--- src/rtl/ser_tx_shift.sv ---
// Parallel-in, serial-out transmitter: shifts a captured word out LSB-first with a bit-valid strobe.
// Optional trailing even-parity bit when TX_PARITY_EN is defined.
module ser_tx_shift #(
   parameter int WIDTH = 8,
   parameter int CNT_W = 3
) (
   input  logic             clk,
   input  logic             rst_n,
   input  logic             start,
   input  logic [WIDTH-1:0] pi,
   output logic             so,
   output logic             so_vld,
   output logic             co,
   output logic             busy,
   output logic             done
);

`ifdef TX_PARITY_EN
   typedef enum logic [1:0] {IDLE, SHIFT, PARITY, DONE} state_t;
`else
   typedef enum logic [1:0] {IDLE, SHIFT, DONE} state_t;
`endif

   state_t             state_q, state_d;
   logic [WIDTH-1:0]   shreg_q, shreg_d;
   logic [CNT_W-1:0]   cnt_q, cnt_d;
   logic               last_bit;
`ifdef TX_PARITY_EN
   logic               parity_q, parity_d;
`endif

   assign last_bit = (cnt_q == CNT_W'(WIDTH - 1));
   assign busy     = (state_q != IDLE);

   always_ff @(posedge clk or negedge rst_n) begin
      if (!rst_n) begin
         state_q  <= IDLE;
         shreg_q  <= '0;
         cnt_q    <= '0;
`ifdef TX_PARITY_EN
         parity_q <= 1'b0;
`endif
      end else begin
         state_q  <= state_d;
         shreg_q  <= shreg_d;
         cnt_q    <= cnt_d;
`ifdef TX_PARITY_EN
         parity_q <= parity_d;
`endif
      end
   end

   always_comb begin
      state_d  = state_q;
      shreg_d  = shreg_q;
      cnt_d    = cnt_q;
`ifdef TX_PARITY_EN
      parity_d = parity_q;
`endif
      so       = 1'b0;
      so_vld   = 1'b0;
      co       = 1'b0;
      done     = 1'b0;

      case (state_q)
         IDLE: begin
            if (start) begin
               shreg_d  = pi;
               cnt_d    = '0;
`ifdef TX_PARITY_EN
               // Parity is taken from the word at capture, since shifting destroys it.
               parity_d = ^pi;
`endif
               state_d  = SHIFT;
            end
         end
         SHIFT: begin
            so_vld  = 1'b1;
            so      = shreg_q[0];
            shreg_d = {1'b0, shreg_q[WIDTH-1:1]};
            cnt_d   = cnt_q + CNT_W'(1);
`ifndef TX_PARITY_EN
            co      = last_bit;
`endif
            if (last_bit) begin
               cnt_d = '0;
`ifdef TX_PARITY_EN
               state_d = PARITY;
`else
               state_d = DONE;
`endif
            end
         end
`ifdef TX_PARITY_EN
         PARITY: begin
            so_vld  = 1'b1;
            so      = parity_q;
            co      = 1'b1;
            state_d = DONE;
         end
`endif
         DONE: begin
            done    = 1'b1;
            state_d = IDLE;
         end
         default: begin
            state_d = IDLE;
         end
      endcase
   end

endmodule
--- config.mk ---
export PLATFORM = sky130hd
export DESIGN_NAME = ser_tx_shift
export DESIGN_NICKNAME = d
export VERILOG_FILES = /design/src/rtl/ser_tx_shift.sv
export SDC_FILE = /design/constraint.sdc
export NUM_CORES = 1
export LEC_CHECK = 0
export ABC_AREA = 1
export BUFFER_PORTS_ARGS = -buffer_cell sky130_fd_sc_hd__buf_2
export CAP_MARGIN = 20
export CORE_MARGIN = 4
export CORE_UTILIZATION = 45
export CTS_CLUSTER_SIZE = 24
export DETAILED_ROUTE_END_ITERATION = 16
export PLACE_DENSITY = 0.79
export RECOVER_POWER = 100
export SLEW_MARGIN = 20
export SYNTH_ARGS = -nofsm -noshare
export SYNTH_HDL_FRONTEND = slang
export SYNTH_SLANG_ARGS = --single-unit
--- constraint.sdc ---
create_clock -name clk -period 1.3 [get_ports clk]
set_input_delay 0.26 -clock clk [delete_from_list [all_inputs] [get_ports clk]]
set_output_delay 0.26 -clock clk [all_outputs]
set_load 0.1 [all_outputs]
# Word level (Yosys, flattened, before mapping)
# Cells that the tools add are included.
[word_totals]
register_bits = 13
in_bits = 11
out_inout_bits = 5
[classes]
addsub = 1
eq_ne = 5
n_mux = 12
reduce_logical = 5
[op_table]
columns = ["op", "n"]
rows = [
  ["$pmux W8 S2", 1],
  ["$mux W8", 1],
  ["$mux W3", 2],
  ["$pmux W3 S2", 1],
  ["$mux W1", 4],
  ["$mux W2", 2],
  ["$ne A2 B2 Y1 const B", 2],
  ["$pmux W2 S2", 1],
  ["$reduce_and A2 Y1", 2],
  ["$reduce_bool A2 Y1", 2],
  ["$add A3 B1 Y3 const B", 1],
  ["$eq A3 B3 Y1 const B", 1],
  ["$eq A2 B1 Y1 const B", 1],
  ["$eq A2 B2 Y1 const B", 1],
  ["$logic_not A2 Y1", 1],
]

# Depth between registers and ports, before layout
# Gate-level depths: netlist of the first run.
[logic_depth]
ltp_word = 3
ltp_mapped = 5

# Worst setup path before layout of the first run
# No wires, ideal clock.
[synth_timing]
path_type = "register to output"
start = "register state_q[1]"
end = "output port co"
arrival_time_ps = 2048
path_slack_ps = -1008
stages_incl_launch_ff = 5
n_path_buf = 1
cell_sequence = "dfrtp_1 inv_4 nand2_8 buf_8 nor2_1"
[synth_via]
elab_chain_cells = 2
[synth_lines]
columns = ["element", "line", "text"]
rows = [
  ["start, declared", "24", "state_t state_q, state_d;"],
  ["start signal, assigned", "44", "state_q <= state_d;"],
  ["$eq A2 B1 Y1", "65", "case (state_q)"],
  ["$mux W1", "65", ""],
  ["end, declared", "13", "output logic co,"],
]
# No other way between the ends.

# Worst setup path in the final report of the first run
[layout_timing]
start = "register cnt_q[0]"
end = "output port co"
[layout_via]
elab_chain_cells = 2
[layout_lines]
columns = ["element", "line", "text"]
rows = [
  ["start, declared", "26", "logic [CNT_W-1:0] cnt_q, cnt_d;"],
  ["start signal, assigned", "46", "cnt_q <= cnt_d;"],
  ["$eq A3 B3 Y1", "32", "assign last_bit = (cnt_q == CNT_W'(WIDTH - 1));"],
  ["$mux W1", "65", ""],
]
# No other way between the ends.

==> impl_metrics.csv, run 1 <==
group,metric,value,unit
setup_path,rr_endpoint,"shreg_q[2]",
final_layout,layout-drive-gt1-share,50.4,%
timing,timing_worst_slew_pin_value,725,ps
timing,grt_setup_unrepaired,"true",
setup_path,cp_cell_sequence,"ha_2, ha_4, inv_4, nor2_4, buf_12",
floorplan,pin_count,16,
global_route,grt_antenna_before_repair,0,
timing,timing.final.crit_share,119,%
floorplan,initial_core_util,49.4,%
outcome,status,"finished with violations",
final_layout,final_core_util,73.1,%
routing,per_cell_routed_wire_length,13.4,um
floorplan,floorplan.die.height,49.4,um
power_and_ir_drop,static-leakage-power,0.583,nW
cts,cts.clk_slew.worst_paths,90,ps
timing,finClkSkew,7.67,ps
yosys,synth_area_leaders,"dfrtp_1, nand3_2, nand2_1, nand3_1, inv_1",
timing,setup-violations-final,5,
setup_path,startpoint,"cnt_q[0]",
setup_path,rr_worst_depth,7,
cts,tritoncts,"done",
global_route,global_route_wire_length_before_repair,2.89,mm
routing,detail-route-antenna-nets,0,
yosys,cell_count_after_synthesis,82,
setup_path,worstSetupStartpointType,"register",
setup_path,worstPathRequired,1040,ps
yosys,yosys.area.top_type_share,42.3,%
yosys,ys_seq_elements,13,
placement,hpwlAfterDp,1.17,mm
setup_path,rr_startpoint,"state_q[1]",
placement,gp_congestion,0.799,
run,max_cap_viol_count,0,
setup_path,crit_slowest_cell,"dfrtp_1",
global_route,first_global_vias,674,
final_layout,syn2layout_area_growth,48.1,%
routing,vias,689,
cts,worst_skew_late_latency,290,ps
routing,drt_pre_antenna_iters,4,
setup_path,cp_max_fo,2,
power_and_ir_drop,power.density,2540,nW/um^2
power_and_ir_drop,irDropWorstVdd,1.89,mV
power_and_ir_drop,totalPowerFinal,2.89,mW
timing,timing_max_transition_violations_final,0,
routing,route.final.wire_length,1.78,mm
cts,clockBufferDepth,2,
yosys,synth.yosys.seq_area_share,42.3,%
global_route,track_usage,15.6,%
global_route,grt_start_max_net_pins,14,
outcome,violations_in_the_final_reports,"setup timing",
yosys,synth_edf_count,0,
setup_path,crit_arrival,1290,ps
timing,max_clock_freq,646,MHz
yosys,netlist-cell-type-count,17,
setup_path,critPathKind,"register to output port",
setup_path,setup.worst_path.end_class,"output port",
yosys,post_synth_instance_area,769,um^2
setup_path,critPathCapture,"co",
routing,drc,0,
setup_path,ff2ff_setup_slack,10,ps
yosys,synth.net_count,95,
floorplan,fp.dieW,49.4,um
yosys,postSynth.asyncResetShare,100,%
yosys,syn_avg_cell_area,9.38,um^2
timing,finalCriticalPeriod,1550,ps
placement,io_buffer_count,15,
routing,detailedRoute.firstIterationViolations,7,
worst_hold_path,hold_path.class,"input pin to register",
cts,clkSinkCount,13,
setup_path,largest_stage_delay_on_the_critical_path,390,ps
final_layout,nets,131,
timing,setup_ws,-248,ps
yosys,synthesis.yosys.warnings,0,
floorplan,core_area,1560,um^2
yosys,synth.most_common_cell,"nand2_1",
yosys,yosys.area.top_type,"dfrtp_1",
cts,htree_num_levels,1,
timing,slew_headroom,51.7,%
final_layout,insertedDiodeCount,0,
floorplan,area_of_the_die,2440,um^2
setup_path,cp_bufs_invs,2,
cts,cts-buffers-inserted,3,
setup_path,cp.depth,5,
yosys,top_post_synthesis_cells_by_count,"nand2_1, dfrtp_1, nand3_2",
routing,via_per_inst,5.18,
timing,hold_violations,0,
floorplan,placementRows,14,
setup_path,critical_path.top_delay_family,"flip-flops",
global_route,grt-ovfl-total,0,
yosys,synth_flop_cell,"dfrtp_1",
cts,clock_root_cell,"clkbuf_4",
## power by group
group	internal [mW]	leakage, nW	switching [mW]
combinational	0.828	0.404	1.08
clock	0.114	0.0177	0.145
sequential	0.580	0.161	0.152
total	1.52	0.583	1.37
## worst reg2reg max path: stages, from the launching register on
cell	delay [ps]
dfrtp_2	420
clkinv_4	100
clkbuf_4	140
buf_4	130
nand2_4	170
nand2_4	80
nand3_1	70
nand2_1	50
## flip-flops by register name (all words and copies together), names as in the netlist
name,cells
state_q,2
cnt_q,3
shreg_q,8
## worst min-delay path by stage
stage	startpoint	end	slack, ps	cells past startpoint
after CTS	pi[7]	shreg_q[7]	210	3
after global routing	pi[7]	shreg_q[7]	220	3
final	pi[7]	shreg_q[7]	210	3
after detailed placement	rst_n	shreg_q[5]	160	1
after global placement	rst_n	shreg_q[7]	160	1
after floorplan	rst_n	cnt_q[0]	-40	0
## what timing repair did
item                       in CTS  in global routing
hold endpoints to repair       13                  0
pin swaps                       4                  6
setup buffers                   6                  3
gates resized for setup         8                 11
setup endpoints to repair       5                  5
hold buffers                    1                  0
## cell families after synthesis
family          Yosys count  share of synthesized area (%)
compound gates            2                           1.30
buf+inv                  14                           11.7
flops                    13                           42.3
fa+ha+maj                 2                           3.25
simple gates             51                           41.5
## final cells by class
type                            count  area [um^2]
Fill cell                         111          419
Multi-Input combinational cell     55          384
Timing Repair Buffer               34          329
Sequential cell                    13          328
Inverter                           11         51.3
Clock buffer                        3         22.5
Tap cell                           16         20.0
Clock inverter                      1         5.00
## per-layer routing
layer / vias up / wire length, um / track usage (%)
li1: 343 / - / -
met1: 325 / 731 / 17.2
met2: 16 / 939 / 27.9
met3: 5 / 67 / 1.83
met4: 0 / 40 / 9.95
met5: - / 0 / 0
## through the flow
| stage | setup TNS, ps | hold slack [ps] | instances | cell area, um^2 | setup slack (ps) |
|---|---|---|---|---|---|
| 6_report | -889 | 212 | 133 | 1140 | -248 |
| 5_1_grt | -1310 | 218 | 133 | 1140 | -306 |
| 4_1_cts | -943 | 210 | 130 | 1100 | -263 |
| 3_5_place_dp | -43.0 | 163 | 119 | 986 | -43.0 |
| 3_3_place_gp | -11.0 | 159 | 119 | 986 | -11.0 |
| 2_1_floorplan | -1090 | -35.6 | 82 | 795 | -242 |
## cells in the final DEF, fill, tap and decap left out, types with 3 or more instances in the layout
cell type,instances
buf_2,9
nand3_1,14
buf_6,4
buf_4,11
nand4_1,3
clkbuf_4,4
dfrtp_1,11
inv_1,8
buf_12,6
nand2_1,16
nand3_2,9
nor2_4,4
Power figures use the tool's default switching activity.
==> run 2, diff against run 1 <==
Settings changed: MAX_ROUTING_LAYER set to met4.
==> run 2 against run 1 <==
Sequential power rose by 0.7%. Worst hold slack got worse by 1.5 ps. Critical path depth did not move. Register-to-register slack barely moved. Non-clock buffer count stayed put. Setup slack better by 5.9 ps. Die area unchanged. The run still ends with setup timing left. Routed wire length fell by 2.7%. Utilization grew 1.1 points. Clock power about the same. Clock skew shrank 4.1 ps.
==> impl_metrics.csv, run 2 (synthesis gave the netlist of run 1 again) <==
group,metric,value,unit
final_layout,layout-drive-gt1-share,54.7,%
setup_path,crit_arrival,1280,ps
power_and_ir_drop,power_share_of_the_combinational_group,65.5,%
setup_path,rr_endpoint,"shreg_q[2]",
cts,cts.clk_slew.worst_paths,90,ps
worst_hold_path,hold_path_startpoint,"pi[7]",
setup_path,worstPathRequired,1040,ps
timing,finalCriticalPeriod,1540,ps
final_layout,mostFrequentLayoutCells,"nand2_1, nand3_2, buf_4",
timing,slew_headroom,52.0,%
cts,cts-buffers-inserted,3,
routing,route.final.wire_length,1.73,mm
final_layout,insertedDiodeCount,0,
run,max_cap_viol_count,0,
timing,finClkSkew,3.55,ps
setup_path,cp_max_fo,2,
timing,timing_worst_slew_pin_value,720,ps
power_and_ir_drop,switchingPower,1.38,mW
global_route,global_route.peak_usage_layer,"met2",
global_route,track_usage,16.1,%
placement,hpwlAfterDp,1.17,mm
routing,vias,672,
cts,worst_skew_late_latency,280,ps
floorplan,initial_core_util,49.4,%
placement,io_buffer_count,15,
timing,grt_setup_unrepaired,"true",
timing,max_clock_freq,648,MHz
worst_hold_path,holdPathStages,3,
power_and_ir_drop,clock_power_share,9.0,%
power_and_ir_drop,p_seq_share,25.5,%
setup_path,rr_startpoint,"state_q[1]",
power_and_ir_drop,static-leakage-power,0.588,nW
setup_path,critPathKind,"register to output port",
global_route,grt_antenna_before_repair,0,
timing,setup-violations-final,6,
outcome,status,"finished with violations",
placement,gp_congestion,0.811,
timing,setup_ws,-242,ps
floorplan,pin_count,16,
routing,per_cell_routed_wire_length,13.0,um
floorplan,fp.dieW,49.4,um
cts,clkSinkCount,13,
outcome,violations_in_the_final_reports,"setup timing",
power_and_ir_drop,switching_share,47.8,%
power_and_ir_drop,p_int,1.51,mW
timing,timing_max_transition_violations_final,0,
final_layout,final_core_util,74.2,%
cts,tritoncts,"done",
worst_hold_path,holdPathEnd,"shreg_q[7]",
global_route,grt_start_max_net_pins,14,
placement,dp.cells,119,
global_route,globalRouteMet1Util,17.6,%
routing,via_per_inst,5.05,
setup_path,rr_worst_depth,7,
cts,clockBufferDepth,2,
final_layout,largest_reg_flops,8,
floorplan,core_area,1560,um^2
final_layout,layout.cells.non_filler,133,
worst_hold_path,hold_path.class,"input pin to register",
cts,clock_root_cell,"clkbuf_4",
timing,timing.final.crit_share,119,%
floorplan,floorplan.die.height,49.4,um
cts,htree_num_levels,1,
power_and_ir_drop,irDropWorstVdd,1.89,mV
final_layout,layout.cells.most_common,"nand2_1",
setup_path,worstSetupStartpointType,"register",
routing,drc,0,
routing,detailedRoute.firstIterationViolations,8,
routing,detail-route-antenna-nets,0,
final_layout,syn2layout_area_growth,50.4,%
global_route,grt-ovfl-total,0,
final_layout,nets,131,
global_route,global_routing_met2_resource_utilization,27.7,%
timing,hold_violations,0,
floorplan,placementRows,14,
placement,dpl_worst_slack,-43.0,ps
final_layout,largest_registers,"shreg_q (8), cnt_q (3), state_q (2)",
setup_path,setup.worst_path.end_class,"output port",
floorplan,area_of_the_die,2440,um^2
routing,drt_pre_antenna_iters,4,
global_route,grtUsageMet3,1.83,%
global_route,first_global_vias,673,
final_layout,biggest_register,"shreg_q",
global_route,global_route_wire_length_before_repair,2.90,mm
setup_path,ff2ff_setup_slack,0,ps
power_and_ir_drop,power.density,2500,nW/um^2
## run 2: layout make-up
| type | instances | area (um^2) |
|---|---|---|
| clock buffer | 3 | 22.5 |
| inverter | 11 | 51.3 |
| clock inverter | 1 | 5.00 |
| multi-input combinational | 55 | 409 |
| fill | 109 | 402 |
| timing repair buffer | 34 | 322 |
| sequential | 13 | 328 |
| tap | 16 | 20.0 |
## run 2: critical path, stage by stage (launching register included)
cell and delay (ps):
dfrtp_1 370, ha_2 200, ha_4 130, inv_4 30, nor2_4 90, buf_12 180
## run 2: per-stage QoR
step	TNS (ps)	power, mW	cell area [um^2]	hold WS, ps
2_1_floorplan	-1090	1.85	795	-35.6
3_3_place_gp	-11.0	2.32	986	159
3_5_place_dp	-43.0	2.38	986	163
4_1_cts	-943	2.78	1100	210
5_1_grt	-1400	3.08	1160	218
6_report	-868	2.89	1160	211
## run 2: worst max-delay path by stage
stage	from	to	cells after the start	slack [ps]
floorplan	state_q[1]	co	4	-240
detailed placement	cnt_q[0]	co	5	-40
CTS	cnt_q[1]	co	5	-260
finish	cnt_q[1]	co	5	-240
global route	cnt_q[0]	co	5	-310
global placement	cnt_q[0]	co	5	-10
## run 2: power by group through the flow
stage / Clock, mW / Sequential, mW / Combinational (mW)
finish: 0.260 / 0.737 / 1.89
global route: 0.290 / 0.758 / 2.03
CTS: 0.265 / 0.735 / 1.78
detailed placement: 0 / 0.733 / 1.64
global placement: 0 / 0.715 / 1.61
floorplan: 0 / 0.679 / 1.17
## run 2: metal layers
metal	vias up	routed length (um)	share of wire [%]
li1	342	-	-
met1	311	712	41
met2	14	915	53
met3	5	62	3.6
met4	0	40	2.3
met5	-	0	0
## run 2: what timing repair did
item,in CTS,in global routing
resized for setup,8,10
cloned,0,0
setup endpoints to repair,5,5
hold buffers,1,0
endpoints found under the hold margin,13,0
setup buffers,6,3
pin swaps,4,6
==> run 3, diff against run 2 <==
Settings changed: ABC_AREA 1 to unset, PLACE_DENSITY 0.79 to 0.8.
==> run 3 against run 2 <==
The run still ends with setup timing left. Final area is 8.6% lower. Maximum frequency is 1.8% lower. Setup slack worse by 29 ps. Sequential share of layout area is 2.7 points higher. Clock power is 2% lower. First-iteration DRC count is 25% higher. Synthesized cell count is 35% lower. Combinational power is 3% lower. Worst hold slack better by 32 ps. Sequential cell count stayed put. Utilization is 4.1 points higher.
==> impl_metrics.csv, run 3 <==
group,metric,value,unit
floorplan,placementRows,13,
power_and_ir_drop,static-leakage-power,0.474,nW
routing,met1_length,735,um
final_layout,layout.cells.most_common,"buf_4",
final_layout,nets,100,
yosys,synth.yosys.seq_area_share,49.1,%
placement,dpl_worst_slack,-62.2,ps
timing,grt_setup_unrepaired,"true",
routing,route.final.wire_length,1.73,mm
outcome,status,"finished with violations",
yosys,synthesis.yosys.warnings,0,
routing,drt_pre_antenna_iters,3,
routing,detail-route-antenna-nets,0,
cts,cts.clk_slew.worst_paths,90,ps
yosys,netlist-cell-type-count,19,
routing,top_layer_used,"met4",
final_layout,insertedDiodeCount,0,
routing,vias,555,
cts,worst_skew_late_latency,280,ps
outcome,violations_in_the_final_reports,"setup timing",
setup_path,cp_bufs_invs,1,
final_layout,mostFrequentLayoutCells,"buf_4, dfrtp_1, buf_2",
routing,met3WireLength,41,um
yosys,synth.net_count,66,
yosys,post_synth_fa_ha_maj_area_fraction,3.77,%
floorplan,pin_count,16,
yosys,top_post_synthesis_cells_by_count,"dfrtp_1, o221a_2, or4b_1",
placement,io_buffer_count,15,
yosys,ys_seq_elements,13,
yosys,synth_edf_count,0,
timing,finalCriticalPeriod,1570,ps
timing,setup_ws,-271,ps
final_layout,fillers,79,
cts,clockBufferDepth,2,
power_and_ir_drop,switching_share,41.5,%
final_layout,biggest_register,"shreg_q",
routing,detailroute.wirelength.met2,938,um
timing,timing_max_transition_violations_final,0,
power_and_ir_drop,irDropWorstVdd,1.25,mV
power_and_ir_drop,switchingPower,1.18,mW
setup_path,worstSetupStartpointType,"register",
setup_path,cp_max_fo,2,
yosys,post_synth_instance_area,663,um^2
worst_hold_path,hold_path.class,"input pin to register",
yosys,compound_cell_area_share_of_the_yosys_netlist,20.4,%
global_route,global_route_wire_length_before_repair,2.66,mm
cts,htree_num_levels,1,
yosys,yosys.area.top_type_share,49.1,%
yosys,synth_area_leaders,"dfrtp_1, o221a_2, or4b_1, a22o_1, ha_1",
routing,per_cell_routed_wire_length,17.1,um
cts,clkSinkCount,13,
setup_path,crit_slowest_cell,"dfrtp_1",
timing,max_clock_freq,636,MHz
timing,slew_headroom,53.7,%
power_and_ir_drop,power_share_of_the_combinational_group,64.5,%
yosys,synthSimpleGateAreaFrac,21.3,%
floorplan,initial_core_util,49.1,%
power_and_ir_drop,power.density,2690,nW/um^2
worst_hold_path,holdPathStages,3,
yosys,synth_flop_cell,"dfrtp_1",
power_and_ir_drop,clock_power_share,9.0,%
final_layout,largest_registers,"shreg_q (8), cnt_q (3), state_q (2)",
global_route,grt_antenna_before_repair,0,
setup_path,cp.depth,4,
setup_path,cp_cell_sequence,"ha_2, ha_4, and2_4, buf_12",
setup_path,setup.worst_path.end_class,"output port",
timing,setup-violations-final,16,
placement,dp.cells,88,
yosys,synthMuxAreaShare,0,%
yosys,postSynth.asyncResetShare,100,%
routing,detailedRoute.firstIterationViolations,10,
yosys,combinational_family_with_the_most_area_after_synthesis,"simple AND/OR/NAND/NOR gates",
timing,hold_violations,0,
run,max_cap_viol_count,0,
setup_path,largest_stage_delay_on_the_critical_path,390,ps
global_route,grt-ovfl-total,0,
yosys,synth.most_common_cell,"dfrtp_1",
cts,cts-buffers-inserted,3,
global_route,grt_start_max_net_pins,14,
cts,tritoncts,"done",
timing,timing.final.crit_share,121,%
power_and_ir_drop,p_int,1.66,mW
final_layout,final_core_util,78.3,%
setup_path,critical_path.top_delay_family,"flip-flops",
setup_path,crit_arrival,1310,ps
setup_path,rr_startpoint,"state_q[1]",
setup_path,worstPathRequired,1040,ps
floorplan,fp.dieW,46.4,um
setup_path,startpoint,"cnt_q[0]",
floorplan,core_area,1350,um^2
global_route,track_usage,18.5,%
worst_hold_path,hold_path_startpoint,"pi[7]",
yosys,yosys.area_share.xor_xnor,0,%
yosys,syn_avg_cell_area,12.5,um^2
setup_path,critPathKind,"register to output port",
routing,drc,0,
final_layout,layout.cells.non_filler,101,
setup_path,rr_worst_depth,4,
power_and_ir_drop,totalPowerFinal,2.85,mW
placement,gp_congestion,0.708,
routing,via_per_inst,5.50,
floorplan,floorplan.die.height,46.4,um
final_layout,largest_reg_flops,8,
global_route,first_global_vias,578,
cts,clock_root_cell,"clkbuf_4",
yosys,yosys.area.top_type,"dfrtp_1",
final_layout,syn2layout_area_growth,59.4,%
floorplan,area_of_the_die,2150,um^2
final_layout,layout-drive-gt1-share,65.1,%
timing,finClkSkew,4.08,ps
yosys,cell_count_after_synthesis,53,
power_and_ir_drop,p_seq_share,26.6,%
timing,timing_worst_slew_pin_value,695,ps
## run 3: changes by cell type in the layout (fill, tap and decap cells not counted), moves of 8 or more
cell,before,now
nand3_2,14,0
inv_1,8,0
nand2_1,16,2
nand3_1,9,0
## run 3: through the flow
stage / hold WS (ps) / cell area [um^2] / setup TNS (ps)
6_report: 243 / 1060 / -2420
5_1_grt: 257 / 1060 / -3230
4_1_cts: 237 / 992 / -1580
3_5_place_dp: 156 / 881 / -224
3_3_place_gp: 155 / 881 / -90.4
2_1_floorplan: -35.6 / 683 / -1920
## run 3: kinds of logic after synthesis
| group | Yosys count |
|---|---|
| and+or+nand+nor | 19 |
| AOI/OAI and AO/OA | 14 |
| DFF | 13 |
| buffers and inverters | 5 |
| adders and majority gates | 2 |
## run 3: path summary, 6_finish.rpt
path / to / slack [ps]
max in group asynchronous: state_q[0] / 290
worst min register to register: shreg_q[7] / 550
worst max register to register: shreg_q[6] / -190
worst min-delay path: shreg_q[7] / 240
worst max-delay path: co / -270
min in group asynchronous: shreg_q[7] / 530
## run 3: final cells by class
| class | instances | area [um^2] | share of cell area (%) |
|---|---|---|---|
| multi-input combinational | 35 | 378 | 35.7 |
| sequential | 13 | 328 | 31.0 |
| timing repair buffer | 33 | 298 | 28.2 |
| clock buffer | 3 | 22.5 | 2.13 |
| tap | 15 | 18.8 | 1.78 |
| inverter | 1 | 7.51 | 0.710 |
| clock inverter | 1 | 5.00 | 0.473 |
## run 3: worst register-to-register path, delay by kind of cell, from the launching register on
kind                   cells  cell delay, ps
and+or+nand+nor            1             510
DFF                        1             450
buffers and inverters      2             280
AOI/OAI and AO/OA          1             140
## run 3: timing repair
item	in CTS	in global routing
endpoints found under the hold margin	13	0
hold buffers	1	0
pin swaps	10	8
gates resized for setup	10	8
setup buffers	5	4
cloned	0	0
endpoints found under the setup margin	8	15
## run 3: power groups by stage
stage	clock [mW]	combinational (mW)	sequential (mW)
2_1_floorplan	0	1.06	0.681
3_3_place_gp	0	1.46	0.726
3_5_place_dp	0	1.49	0.740
4_1_cts	0.264	1.67	0.729
5_1_grt	0.285	1.93	0.780
6_report	0.255	1.83	0.755
## run 3: per-layer routing
metal / vias up / global-route usage (%)
met5: - / -
met2: 6 / 31.9
met3: 2 / 4.69
met4: 0 / 6.82
met1: 275 / 20.2
li1: 272 / -
